File: config.mk
export PLATFORM = sky130hd
export DESIGN_NAME = quadrant_drain
export DESIGN_NICKNAME = d
export VERILOG_FILES = /design/src/rtl/quadrant_drain.sv
export SDC_FILE = /design/constraint.sdc
export NUM_CORES = 1
export LEC_CHECK = 0
export BUFFER_PORTS_ARGS = -buffer_cell sky130_fd_sc_hd__buf_2
export CORE_UTILIZATION = 47
export DETAILED_ROUTE_END_ITERATION = 10
export PLACE_DENSITY = 0.76
export SYNTH_ARGS = -nofsm -noshare
export SYNTH_HDL_FRONTEND = slang
export SYNTH_SLANG_ARGS = --single-unit
File: constraint.sdc
create_clock -name clock -period 2.8 [get_ports clock]
set_input_delay 0.14 -clock clock [delete_from_list [all_inputs] [get_ports clock]]
set_output_delay 0.14 -clock clock [all_outputs]
set_load 0.02 [all_outputs]
File: src/rtl/quadrant_drain.sv
// quadrant_drain: snapshots NUM_QUAD accumulator sums and drains them
// as rounded, rescaled, saturated int16 words to the output SRAM port.
module quadrant_drain #(
  parameter int NUM_QUAD   = 4,
  parameter int FRAC_SHIFT = 8,
  parameter int OUT_ADDR_W = 12
) (
  input  logic                     clock,
  input  logic                     reset_b,
  input  logic                     acc_valid,
  output logic                     acc_ready,
  input  logic [NUM_QUAD*32-1:0]   acc_data,
  input  logic [OUT_ADDR_W-1:0]    base_addr,
  input  logic                     relu_en,
  output logic                     wr_en,
  input  logic                     wr_ready,
  output logic [OUT_ADDR_W-1:0]    wr_addr,
  output logic [15:0]              wr_data,
  output logic                     done,
  output logic                     overflow,
  input  logic                     err_clear
);

  localparam int IDX_W =
    (NUM_QUAD > 1) ? $clog2(NUM_QUAD) : 1;
  localparam logic [IDX_W-1:0] LAST =
    IDX_W'(NUM_QUAD - 1);
  localparam logic signed [32:0] HALF =
    33'(1) << (FRAC_SHIFT - 1);
  localparam logic signed [32:0] SMAX = 33'sd32767;
  localparam logic signed [32:0] SMIN = -33'sd32768;

  typedef enum logic [1:0] {
    IDLE,
    WRITE,
    DONE
  } state_t;

  state_t                  state_q, state_d;
  logic [IDX_W-1:0]        idx_q, idx_d;
  logic [31:0]             shadow_q [NUM_QUAD];
  logic [OUT_ADDR_W-1:0]   base_q;
  logic                    relu_q;
  logic                    overflow_q;
  logic                    capture;
  logic                    drop;

  // 33-bit math keeps the rounding add on 0x7FFFFFFF from wrapping
  function automatic logic [15:0] conv(
    input logic [31:0] x,
    input logic        relu
  );
    logic signed [32:0] r;
    logic signed [32:0] s;
    r = $signed({x[31], x}) + HALF;
    s = r >>> FRAC_SHIFT;
    if (relu && s < 0) s = '0;
    if (s > SMAX)      return 16'h7fff;
    else if (s < SMIN) return 16'h8000;
    else               return s[15:0];
  endfunction

  assign capture = acc_valid && (state_q == IDLE);
  assign drop    = acc_valid && (state_q != IDLE);

  always_comb begin
    state_d = state_q;
    idx_d   = idx_q;
    unique case (state_q)
      IDLE: begin
        if (acc_valid) begin
          state_d = WRITE;
          idx_d   = '0;
        end
      end
      WRITE: begin
        if (wr_ready) begin
          if (idx_q == LAST) state_d = DONE;
          else               idx_d   = idx_q + IDX_W'(1);
        end
      end
      DONE:    state_d = IDLE;
      default: state_d = IDLE;
    endcase
  end

  always_ff @(posedge clock or negedge reset_b) begin
    if (!reset_b) begin
      state_q    <= IDLE;
      idx_q      <= '0;
      base_q     <= '0;
      relu_q     <= 1'b0;
      overflow_q <= 1'b0;
      for (int i = 0; i < NUM_QUAD; i++)
        shadow_q[i] <= '0;
    end else begin
      state_q <= state_d;
      idx_q   <= idx_d;
      if (capture) begin
        base_q <= base_addr;
        relu_q <= relu_en;
        for (int i = 0; i < NUM_QUAD; i++)
          shadow_q[i] <= acc_data[32*i +: 32];
      end
      // a new drop wins over a coincident clear
      if (drop)           overflow_q <= 1'b1;
      else if (err_clear) overflow_q <= 1'b0;
    end
  end

  always_comb begin
    acc_ready = (state_q == IDLE);
    wr_en     = (state_q == WRITE);
    done      = (state_q == DONE);
    overflow  = overflow_q;
    wr_addr   = '0;
    wr_data   = '0;
    if (wr_en) begin
      wr_addr = base_q + OUT_ADDR_W'(idx_q);
      wr_data = conv(shadow_q[idx_q], relu_q);
    end
  end

endmodule
Yosys cells after proc, flatten, opt, wreduce, memory -nomap -nowiden
Cells that the tools add are included.
{ "totals": {"ff_bits": 146} }
{ "op_classes": {"n_addsub": 3, "magnitude_cmp": 4, "eq_ne": 7, "n_mux": 19, "bitwise_logic": 1, "reduce_logical": 9} }
{ "op_table": {"columns": ["op", "n"], "rows": [
  ["$mux W33", 2],
  ["$bmux W32 S2", 1],
  ["$mux W32", 2],
  ["$mux W16", 3],
  ["$add A32 B9 Y33 const B", 1],
  ["$gt A33 B16 Y1 const B", 1],
  ["$lt A33 B16 Y1 const B", 1],
  ["$lt A25 B1 Y1 const B", 1],
  ["$add A12 B2 Y12", 1],
  ["$mux W12", 1],
  ["$mux W2", 6],
  ["$pmux W2 S2", 2],
  ["$reduce_bool A2 Y1", 3],
  ["$eq A2 B2 Y1 const B", 2],
  ["$ne A2 B1 Y1 const B", 2],
  ["$ne A2 B2 Y1 const B", 2],
  ["$reduce_and A4 Y1", 1],
  ["$ge A3 B3 Y1 const B", 1],
  ["$logic_and A1 B1 Y1", 3],
  ["$not A2 Y3", 1],
  ["$reduce_and A3 Y1", 1],
  ["$add A2 B1 Y2 const B", 1],
  ["$eq A2 B1 Y1 const B", 1],
  ["$logic_not A2 Y1", 1],
  ["$mux W1", 2]
]} }

Logic depth before layout (Yosys ltp)
{ "depth": {"ltp_word": 13, "mapped_depth": 11, "mapped_depth_nobuf": 7} }

Least setup slack after synthesis
OpenSTA, ideal clock, no wires.
{ "synth_path": {"path_kind": "reg2out", "startpoint": "reg idx_q[0]", "endpoint": "out wr_data[4]", "arrival_ns": 2.872, "required_time_ns": 2.660, "path_slack_ns": -0.212, "path_stages_with_launch": 12, "cell_sequence": "dfrtp_1 > buf_6 > buf_6 > mux4_2 > ha_1 > and3_1 > buf_6 > a311oi_1 > a31oi_1 > o31ai_4 > buf_6 > o211ai_1"} }
{ "synth_between": {"elab_chain_cells": 13, "elab_cells_between_ends": 14} }
{ "synth_rtl": {"columns": ["element", "line", "source"], "rows": [
  ["from (decl)", "40", "logic [IDX_W-1:0] idx_q, idx_d;"],
  ["from (signal assigned)", "98", "idx_q <= idx_d;"],
  ["$not A2 Y3 (not written as such) *", "120", "wr_data = conv(shadow_q[idx_q], relu_q);"],
  ["$bmux W32 S2 *", "120", null],
  ["$mux W32 (not written as such) * (2 in a row)", "120", null],
  ["$add A32 B9 Y33 *", "55", "r = $signed({x[31], x}) + HALF;"],
  ["$lt A25 B1 Y1", "57", "if (relu && s < 0) s = '0;"],
  ["$logic_and A1 B1 Y1", "57", null],
  ["$mux W33 *", "57", null],
  ["$mux W33 *", "118", "if (wr_en) begin"],
  ["$lt A33 B16 Y1", "59", "else if (s < SMIN) return 16'h8000;"],
  ["$mux W16", "59", null],
  ["$mux W16 *", "58", "if (s > SMAX) return 16'h7fff;"],
  ["$mux W16 *", "118", null],
  ["to (decl)", "18", "output logic [15:0] wr_data,"]
]} }
Every way passes the cells marked *; elsewhere a longest branch is shown, timed or not. The select of a mux whose other input is x is not followed.

Worst setup path after layout
{ "layout_path": {"startpoint": "reg idx_q[0]", "endpoint": "out wr_data[2]"} }
Same word-level chain as after synthesis.

==> out/qor.yml <==
vias_per_cell: 5.402
p_int_w: 0.007473
critPathMaxStageDelay_ns: 0.42
tightest_slew_ns: 0.6182
ys.flop_type: "dfrtp_1"
synthesis.area_sq_um: 6205
drtIter0Drc: 276
synth_edf_count: 0
dp_hpwl_um: 10580
cts_tree: "done"
avgSynthCellArea_sq_um: 13.67
hold_viol: 0
endpoint_kind: "output port"
holdWs_ns: 0.02205
finalClockSkew_ns: 0.005463
crit_buf_inv: 4
io_pins: 178
slowest_stage: "dfrtp_2"
required_ns: 2.66
wl_um: 17110
insertion_delay_ns: 0.42
critPathTopFamily: "buffers and inverters"
netlist_top_cells_count: "118 x dfrtp_1, 112 x mux2_2, 17 x nand2_1, 17 x nor2_1, 16 x nand3_1"
drtPass1Iterations: 5
critPathKind: "register to output port"
violations: "setup timing"
start_util_pct: 48.77
critPathLaunchType: "register"
p_seq_share_pct: 24.8
slew_violations: 0
period_minus_slack_ns: 3.431
clockBufferDepth: 2
vias: 5143
synth_top_area_share_pct: 47.59
grt_pass1_vias: 5596
dieArea_sq_um: 13660
totalPowerFinal_w: 0.01246
leakage_nw: 4.035
instances_no_fill: 952
synth.net_count: 605
ys_async_sr_fraction_pct: 100.0
io_buffers: 149
wl_per_cell_um: 17.97
path_max_fanout: 17
cts.sinks: 118
post_cts_buffers: 0
synth_top_cell_by_area: "dfrtp_1"
diodes: 0
crit_chain: "buf_12, mux4_2, nand4_1, or3_4, buf_4, o31ai_2, nand4_1, o31ai_4, buf_12, o211ai_1, buf_4"
power_density_nw_per_um2: 1330
switchingPower_w: 0.004986
cts-root-buf: "clkbuf_16"
die_x_um: 116.9
clkPwrFrac_pct: 17.0
finalSetupViolCount: 15
drive_gt1_share_pct: 51.67
fin_setup_tns_ns: -8.873
synth_seq_cells: 118
fin_nets: 918
postRouteAntennaNets: 0
fin_area_sq_um: 9366
relSlewSlack_pct: 58.79
finalCritPeriodShare_pct: 122.5
grt-ovfl-total: 0
globalplace.congestion: 0.8256
ys_types: 56
yosysSeqAreaShare_pct: 47.59
yosysWarnings: 0
syn_to_final_growth_pct: 50.96
cap_violations: 0
tritoncts.num_buffers: 17
holdCritPathClass: "input pin to register"
htree_levels: 4
synthTopCellsByArea: "dfrtp_1 48%, mux2_2 20%, mux4_1 5.9%, mux4_2 4.0%, o211ai_2 2.2%"
post-route-drc-count: 0
fmax_mhz: 291.5
rsz0062_at_grt: "true"
combPwrFrac_pct: 58.2
die_h_um: 116.9
arrival_ns: 3.29
placed_cells: 804
grt_pass1_wl_um: 27360
fp.coreArea_sq_um: 12720
grt_use_total_pct: 26.99
clk_pin_slew_ns: 0.06
rows: 41
status: "finished, violations left"
layout_setup_ws_ns: -0.6309
irDropWorstVdd_uv: 700.7
synth.most_common_cell: "dfrtp_1"
grt_max_degree: 73
synth_cells: 454
switching_share_pct: 40.02
antenna_found_initial: 0
place_area_sq_um: 7601
[cell families (layout without fill, tap and decap cells)]
logic type | count (synthesis) | count (layout) | share of synthesized area, %
mux | 137 | 137 | 30.25
flops | 118 | 118 | 47.59
simple gates | 90 | 90 | 7.845
compound gates | 48 | 48 | 6.736
buf+inv | 32 | 358 | 3.065
xor+xnor | 24 | 24 | 3.388
fa+ha+maj | 5 | 5 | 1.129
[power groups by stage]
stage                     clock, W  combinational, W  sequential [W]
final                      0.00212           0.00725         0.00309
after global routing       0.00223           0.00771         0.00318
after CTS                  0.00215           0.00704         0.00305
after detailed placement         0           0.00683         0.00307
after global placement           0           0.00662         0.00300
after floorplan                  0           0.00479         0.00289
[through the flow]
step	util, %	setup WS [ns]
2_1_floorplan	-	-0.1552
4_1_cts	73.51	-0.6842
5_1_grt	73.62	-0.7438
3_5_place_dp	59.75	-0.2158
6_report	73.62	-0.6309
3_3_place_gp	59.75	-0.1292
[routing by layer]
| metal | wire, um | GRT usage, % | part of all wire [%] | vias up |
|---|---|---|---|---|
| met5 | 0 | 0 | 0 | - |
| met2 | 9137 | 48.05 | 53 | 218 |
| met3 | 851 | 5.046 | 5.0 | 53 |
| met4 | 610 | 16.12 | 3.6 | 0 |
| met1 | 6512 | 30.22 | 38 | 2551 |
| li1 | - | - | - | 2321 |
[tightest hold or removal path, cell delays in order]
cell,delay (ns)
buf_2,0.10
o21ai_0,0.07
o21ai_0,0.08
[placed cells by master, fill, tap and decap left out, types with 2 or more instances in the layout]
master,instances
and3_1,2
or2b_2,2
buf_12,8
nand4_1,5
a22o_1,3
mux2_2,112
buf_2,145
clkinvlp_4,6
dlygate4sd3_1,116
buf_6,2
inv_1,7
xnor2_1,11
nor2_1,17
and2_1,4
a31oi_1,3
mux4_1,3
nand2_1,17
clkinv_4,5
buf_4,48
a21oi_1,4
o211ai_2,2
mux4_2,22
o211ai_4,9
o211ai_1,5
o21ai_0,9
bufinv_16,2
nor3_1,7
clkinv_2,2
clkbuf_16,17
dfrtp_1,117
xor2_1,12
and3_2,2
nand3_1,15
or3_1,5
ha_1,3
[path summary, 6_finish.rpt]
kind | from | to | slack [ns] | cells after the start
setup reg to reg | state_q[0]$_DFFE_PN0P_ | shadow_q[109]$_DFFE_PN0P_ | 0.90 | 4
hold reg to reg | shadow_q[25]$_DFFE_PN0P_ | shadow_q[25]$_DFFE_PN0P_ | 0.50 | 1
min in group asynchronous | reset_b | overflow$_DFFE_PN0P_ | 0.28 | 2
max in group asynchronous | reset_b | shadow_q[112]$_DFFE_PN0P_ | 1.70 | 3
setup / recovery | idx_q[0]$_DFFE_PN0P_ | wr_data[2] | -0.63 | 11
hold / removal | acc_valid | overflow$_DFFE_PN0P_ | 0.02 | 3
[registers in the layout, indices dropped and copies added (netlist names)]
register / flops
relu_q: 1
shadow_q: 100
state_q: 2
overflow: 1
base_q: 12
idx_q: 2
[final cells by class]
type	count	area (sq um)
clock buffers	17	425.4
clock inverters	15	158.9
fillers	834	3356
inverters	7	26.28
multi-input cells	304	3157
flip-flops and latches	118	2954
well taps	172	215.2
repair buffers	319	2430
[timing repair]
item | 4_1_cts | 5_1_grt
endpoints found under the setup margin | 15 | 15
hold buffers | 116 | 0
resized for setup | 5 | 10
pin swaps | 0 | 0
endpoints found under the hold margin | 161 | 0
Note: power is estimated with default switching activity, not from simulation.
